$ cat src/rtl/pc_fetch_if.sv
// Instruction-memory request/grant/rvalid bus between pc_fetch (master) and the memory (slave).
interface pc_fetch_if;
  logic        req;
  logic [31:0] addr;
  logic        gnt;
  logic        rvalid;
  logic [31:0] rdata;

  modport master (
    output req,
    output addr,
    input  gnt,
    input  rvalid,
    input  rdata
  );

  modport slave (
    input  req,
    input  addr,
    output gnt,
    output rvalid,
    output rdata
  );
endinterface

$ cat src/rtl/pc_fetch.sv
// PC register and instruction-fetch sequencer with a variable-latency req/gnt/rvalid memory port.
// Optional macro PC_FETCH_ALIGN_CHECK_EN: misaligned npc on retire traps to ERR instead of truncating.
module pc_fetch #(
  parameter logic [31:0] RESET_PC = 32'h0000_0000,
  parameter int unsigned MAX_WAIT = 255
) (
  input  logic        clk,
  input  logic        rst,
  input  logic [31:0] npc,
  input  logic        retire,
  output logic [31:0] pc,
  pc_fetch_if.master  imem,
  output logic [31:0] inst,
  output logic        inst_valid,
  output logic [31:0] retire_cnt,
  output logic        fetch_err
);

  typedef enum logic [2:0] {StIdle, StReq, StWait, StHold, StErr} state_e;

  localparam logic [7:0] MaxWaitCnt = 8'(MAX_WAIT);

  state_e      state_q, state_d;
  logic [31:0] pc_q, pc_d;
  logic [31:0] inst_q, inst_d;
  logic        inst_valid_q, inst_valid_d;
  logic [31:0] retire_cnt_q, retire_cnt_d;
  logic        fetch_err_q, fetch_err_d;
  logic [7:0]  wait_cnt_q, wait_cnt_d;

  logic timeout;
  logic misalign;

  assign timeout = (state_q == StWait) && !imem.rvalid && ((wait_cnt_q + 8'd1) == MaxWaitCnt);

`ifdef PC_FETCH_ALIGN_CHECK_EN
  assign misalign = (npc[1:0] != 2'b00);
`else
  assign misalign = 1'b0;
`endif

  // State register
  always_ff @(posedge clk or posedge rst) begin
    if (rst) begin
      state_q <= StIdle;
    end else begin
      state_q <= state_d;
    end
  end

  // Next-state logic
  always_comb begin
    state_d = state_q;
    unique case (state_q)
      StIdle: state_d = StReq;
      StReq:  if (imem.gnt) state_d = StWait;
      StWait: begin
        if (imem.rvalid) begin
          state_d = StHold;
        end else if (timeout) begin
          state_d = StErr;
        end
      end
      StHold: if (retire) state_d = misalign ? StErr : StReq;
      StErr:  state_d = StErr;
      default: state_d = StIdle;
    endcase
  end

  // Outputs
  always_comb begin
    imem.req   = (state_q == StReq);
    imem.addr  = pc_q;
    pc         = pc_q;
    inst       = inst_q;
    inst_valid = inst_valid_q;
    retire_cnt = retire_cnt_q;
    fetch_err  = fetch_err_q;
  end

  // Datapath next-state
  always_comb begin
    pc_d         = pc_q;
    inst_d       = inst_q;
    inst_valid_d = inst_valid_q;
    retire_cnt_d = retire_cnt_q;
    fetch_err_d  = fetch_err_q;
    wait_cnt_d   = wait_cnt_q;
    unique case (state_q)
      StReq: if (imem.gnt) wait_cnt_d = 8'd0;
      StWait: begin
        if (imem.rvalid) begin
          inst_d       = imem.rdata;
          inst_valid_d = 1'b1;
        end else begin
          wait_cnt_d = wait_cnt_q + 8'd1;
          if (timeout) fetch_err_d = 1'b1;
        end
      end
      StHold: begin
        if (retire) begin
          inst_valid_d = 1'b0;
          retire_cnt_d = retire_cnt_q + 32'd1;
          if (misalign) begin
            fetch_err_d = 1'b1;
          end else begin
`ifdef PC_FETCH_ALIGN_CHECK_EN
            pc_d = npc;
`else
            pc_d = npc & ~32'h3;
`endif
          end
        end
      end
      default: ;
    endcase
  end

  always_ff @(posedge clk or posedge rst) begin
    if (rst) begin
      pc_q         <= RESET_PC;
      inst_q       <= 32'd0;
      inst_valid_q <= 1'b0;
      retire_cnt_q <= 32'd0;
      fetch_err_q  <= 1'b0;
      wait_cnt_q   <= 8'd0;
    end else begin
      pc_q         <= pc_d;
      inst_q       <= inst_d;
      inst_valid_q <= inst_valid_d;
      retire_cnt_q <= retire_cnt_d;
      fetch_err_q  <= fetch_err_d;
      wait_cnt_q   <= wait_cnt_d;
    end
  end

endmodule

$ cat src/flat_wrapper.sv
// flat-port wrapper written by rule: the top's interface ports become plain ports
module pc_fetch_flat 
#(
  parameter logic [31:0] RESET_PC = 32'h0000_0000,
  parameter int unsigned MAX_WAIT = 255
)
  (clk, rst, npc, retire, pc, inst, inst_valid, retire_cnt, fetch_err, imem_req, imem_addr, imem_gnt, imem_rvalid, imem_rdata);
  pc_fetch_if imem_i ();
  input  logic clk;
  input  logic rst;
  input  logic [31:0] npc;
  input  logic retire;
  output logic [31:0] pc;
  output logic [31:0] inst;
  output logic inst_valid;
  output logic [31:0] retire_cnt;
  output logic fetch_err;
  output wire logic [$bits(imem_i.req)-1:0] imem_req;
  output wire logic [$bits(imem_i.addr)-1:0] imem_addr;
  input wire logic [$bits(imem_i.gnt)-1:0] imem_gnt;
  input wire logic [$bits(imem_i.rvalid)-1:0] imem_rvalid;
  input wire logic [$bits(imem_i.rdata)-1:0] imem_rdata;
  assign imem_req = imem_i.req;
  assign imem_addr = imem_i.addr;
  assign imem_i.gnt = imem_gnt;
  assign imem_i.rvalid = imem_rvalid;
  assign imem_i.rdata = imem_rdata;
  pc_fetch #(.RESET_PC(RESET_PC), .MAX_WAIT(MAX_WAIT)) u_core (.clk(clk), .rst(rst), .npc(npc), .retire(retire), .pc(pc), .imem(imem_i), .inst(inst), .inst_valid(inst_valid), .retire_cnt(retire_cnt), .fetch_err(fetch_err));
endmodule
$ cat config.mk
export PLATFORM = sky130hd
export DESIGN_NAME = pc_fetch_flat
export DESIGN_NICKNAME = d
export VERILOG_FILES = /design/src/rtl/pc_fetch_if.sv /design/src/rtl/pc_fetch.sv /design/src/flat_wrapper.sv
export SDC_FILE = /design/constraint.sdc
export NUM_CORES = 1
export LEC_CHECK = 0
export ABC_AREA = 1
export BUFFER_PORTS_ARGS = -buffer_cell sky130_fd_sc_hd__buf_4
export CAP_MARGIN = 30
export CORE_MARGIN = 5
export CORE_UTILIZATION = 53
export DETAILED_ROUTE_END_ITERATION = 6
export GPL_TIMING_DRIVEN = 0
export HOLD_SLACK_MARGIN = 0.06
export PLACE_DENSITY = 0.83
export SYNTH_ARGS = -nofsm -noshare
export SYNTH_HDL_FRONTEND = slang
export SYNTH_SLANG_ARGS = --single-unit
export TNS_END_PERCENT = 10
$ cat constraint.sdc
create_clock -name clk -period 7.5 [get_ports clk]
set_input_delay 0.75 -clock clk [delete_from_list [all_inputs] [get_ports clk]]
set_output_delay 0.75 -clock clk [all_outputs]
set_load 0.01 [all_outputs]
==> flow_metrics.env <==
export IMPL_synth_seq_cells=107
export IMPL_fmax_mhz=483.9
export IMPL_syn_area_um2=5059
export IMPL_fill_cells=699
export IMPL_final_common_cell="nand2_1"
export IMPL_cts_clk_slew_worst_paths_ns=0.10
export IMPL_drive_above_1_share=0.3277
export IMPL_cts_root_buf="clkbuf_8"
export IMPL_cts_sinks=107
export IMPL_start_kind="flip-flop"
export IMPL_drt_iter0_drc=183
export IMPL_finalSetupTns_ns=0
export IMPL_synthToLayoutAreaGrowth_pct=36.14
export IMPL_hold_violations=0
export IMPL_period_share=0.2755
export IMPL_crit_chain="inv_1 > nor2_1 > nand2_1 > inv_1 > buf_4"
export IMPL_grt_usage=0.2390
export IMPL_wl_per_cell_um=14.30
export IMPL_cp_required_ns=6.75
export IMPL_hold_path_class="input pin to asynchronous set/reset pin"
export IMPL_power_leakage_nw=3.859
export IMPL_dieArea_um2=11600
export IMPL_peakVddDrop_uv=190.7
export IMPL_yosysSeqAreaShare=0.5293
export IMPL_first_pass_iters=5
export IMPL_tritoncts_num_buffers=9
export IMPL_avgSynthCellArea_um2=8.266
export IMPL_grt_pass1_vias=4680
export IMPL_power_density_nw_per_um2=328.6
export IMPL_slowest_stage="dfrtp_1"
export IMPL_maxCapViolations=0
export IMPL_slew_limit_headroom=0.6096
export IMPL_cts_tree="built"
export IMPL_htreeDepth=3
export IMPL_hold_buffers=0
export IMPL_syn_inst=612
export IMPL_ys_types=31
export IMPL_diodes=0
export IMPL_clockBufferDepth=2
export IMPL_portBuffers=193
export IMPL_grt_pass1_wl_um=22240
export IMPL_cts_resized_gates=0
export IMPL_setup_viol=0
export IMPL_wl_um=13620
export IMPL_antenna_found_initial=0
export IMPL_mostFrequentLayoutCells="nand2_1 (279), buf_4 (228), dfrtp_1 (107), inv_1 (42), nor2_1 (30)"
export IMPL_multi_input_area_um2=1904
export IMPL_critical_path_depth=5
export IMPL_cp_common_cell="inv_1"
export IMPL_vias=4690
export IMPL_utilization=0.7418
export IMPL_path_max_fanout=4
export IMPL_min_period_ns=2.066
export IMPL_yosys_warnings=0
export IMPL_num_nets_final=892
export IMPL_worstPathArrival_ns=1.32
export IMPL_critPathTopFamily="flip-flops"
export IMPL_end_kind="output pin"
export IMPL_clk_latency_ns=0.37
export IMPL_gr_total_overflow=0
export IMPL_tightest_slew_ns=0.5856
export IMPL_core_um2=9284
export IMPL_timing_hold_ws_ns=0.4347
export IMPL_cpPeakStageDelay_ns=0.40
export IMPL_reg2reg_depth=6
export IMPL_start_util=0.5449
export IMPL_fin_worst_skew_ns=0.01503
export IMPL_ant_nets=0
export IMPL_rsz0062_at_grt="no"
export IMPL_dp_hpwl_um=10750
export IMPL_rows=35
export IMPL_critical_path_class="flip-flop to output pin"
export IMPL_status="completed"
export IMPL_ios=200
export IMPL_grt_max_degree=64
export IMPL_seqCellArea_um2=2678
export IMPL_drt_vias_per_instance=4.921
export IMPL_die_x_um=107.7
export IMPL_slew_viol_final=0
export IMPL_drc=0
export IMPL_crit_buf_inv=3
export IMPL_cts_setup_buffers=0
export IMPL_gp_congestion=0.8879
export IMPL_chipHeight_um=107.7
[routing by layer]
layer  wire length [µm]  share of wire  global-route usage
met5                  0              0                   0
met4                294          0.022             0.07755
met3               1201          0.088             0.06659
met2               6917           0.51              0.4174
met1               5210           0.38              0.2839
[final timing paths]
kind | startpoint | endpoint | slack [ns]
max | u_core.state_q[0]$_DFFE_PP0P_ | imem_req | 5.43
min | rst | u_core.inst[13]$_DFFE_PP0P_ | 0.43
min in group clk | u_core.inst_valid$_DFFE_PP0P_ | u_core.inst_valid$_DFFE_PP0P_ | 0.49
max reg2reg | u_core.state_q[0]$_DFFE_PP0P_ | u_core.wait_cnt_q[3]$_DFFE_PP0P_ | 5.79
min reg2reg | u_core.inst_valid$_DFFE_PP0P_ | u_core.inst_valid$_DFFE_PP0P_ | 0.49
max in group asynchronous | rst | u_core.imem.addr[16]$_DFFE_PP0P_ | 6.36
[stage by stage]
step | total power [mW] | worst slack (ns) | area (µm²) | std cells
after floorplan | 1.408 | 3.933 | 5070 | 615
after global placement | 1.903 | 2.791 | 6680 | 937
after detailed placement | 1.948 | 5.573 | 6710 | 938
after CTS | 2.278 | 5.431 | 6887 | 953
after global routing | 2.410 | 5.336 | 6887 | 953
final | 2.263 | 5.434 | 6887 | 953
[cells in the mapped netlist]
master / number / share of area
nor2_2: 3 / 0.0037
clkbuf_1: 3 / 0.0022
o211ai_1: 1 / 0.0015
inv_1: 43 / 0.032
a21oi_1: 1 / 0.00099
nor3_1: 12 / 0.012
inv_2: 2 / 0.0015
nand3_2: 1 / 0.0020
nor3_2: 2 / 0.0040
a31oi_1: 1 / 0.0012
nor4_1: 2 / 0.0025
o21ai_0: 6 / 0.0059
nor2_1: 30 / 0.022
nor2_4: 2 / 0.0045
o22ai_1: 4 / 0.0049
nand3_1: 19 / 0.019
dfrtp_1: 107 / 0.53
conb_1: 1 / 0.00074
xnor2_1: 8 / 0.014
buf_4: 35 / 0.052
nand3b_1: 3 / 0.0045
o21bai_1: 2 / 0.0030
nand4_1: 10 / 0.012
o31ai_1: 1 / 0.0015
nand2_4: 2 / 0.0045
nand2_2: 3 / 0.0037
ha_1: 3 / 0.0074
xor2_1: 16 / 0.028
nand2_1: 279 / 0.21
buf_2: 9 / 0.0089
nor2_8: 1 / 0.0040
[report_power, final]
part	internal [mW]	switching, mW
logic	0.523	0.503
registers	0.757	0.149
clock network	0.130	0.200
total	1.41	0.852
[cells by family (layout without fill, tap and decap cells)]
kind of cell / after synthesis / in the layout / synth area share
buf+inv: 92 / 301 / 0.09646
fa+ha+maj: 3 / 3 / 0.007421
flops: 107 / 107 / 0.5293
other cells: 1 / 4 / 0.0007413
simple gates: 369 / 369 / 0.3055
xor+xnor: 24 / 24 / 0.04155
compound gates: 16 / 16 / 0.01904
[worst reg2reg max path, cell delays in order, from the launching register on]
cell     delay [ns]
dfrtp_1        0.42
inv_1          0.12
nand3_1        0.08
nor2_1         0.34
inv_1          0.25
nand2_1        0.27
o21ai_0        0.13
[cell type report]
class                   instances  area share
flip-flops and latches        107      0.3888
clock inverters                 5    0.005632
multi-input cells             416      0.2765
clock buffers                  10     0.01999
repair buffers                194      0.2144
inverters                      45     0.02489
plain buffers                  47     0.04633
well taps                     129     0.02344
[state kept, by name (all words and copies together), names as in the netlist]
name and flops:
u_core.fetch_err 1, u_core.wait_cnt_q 8, u_core.inst_valid 1, u_core.state_q 3, u_core.inst 32, u_core.imem.addr 30, u_core.retire_cnt 32
Power figures use the tool's default switching activity.
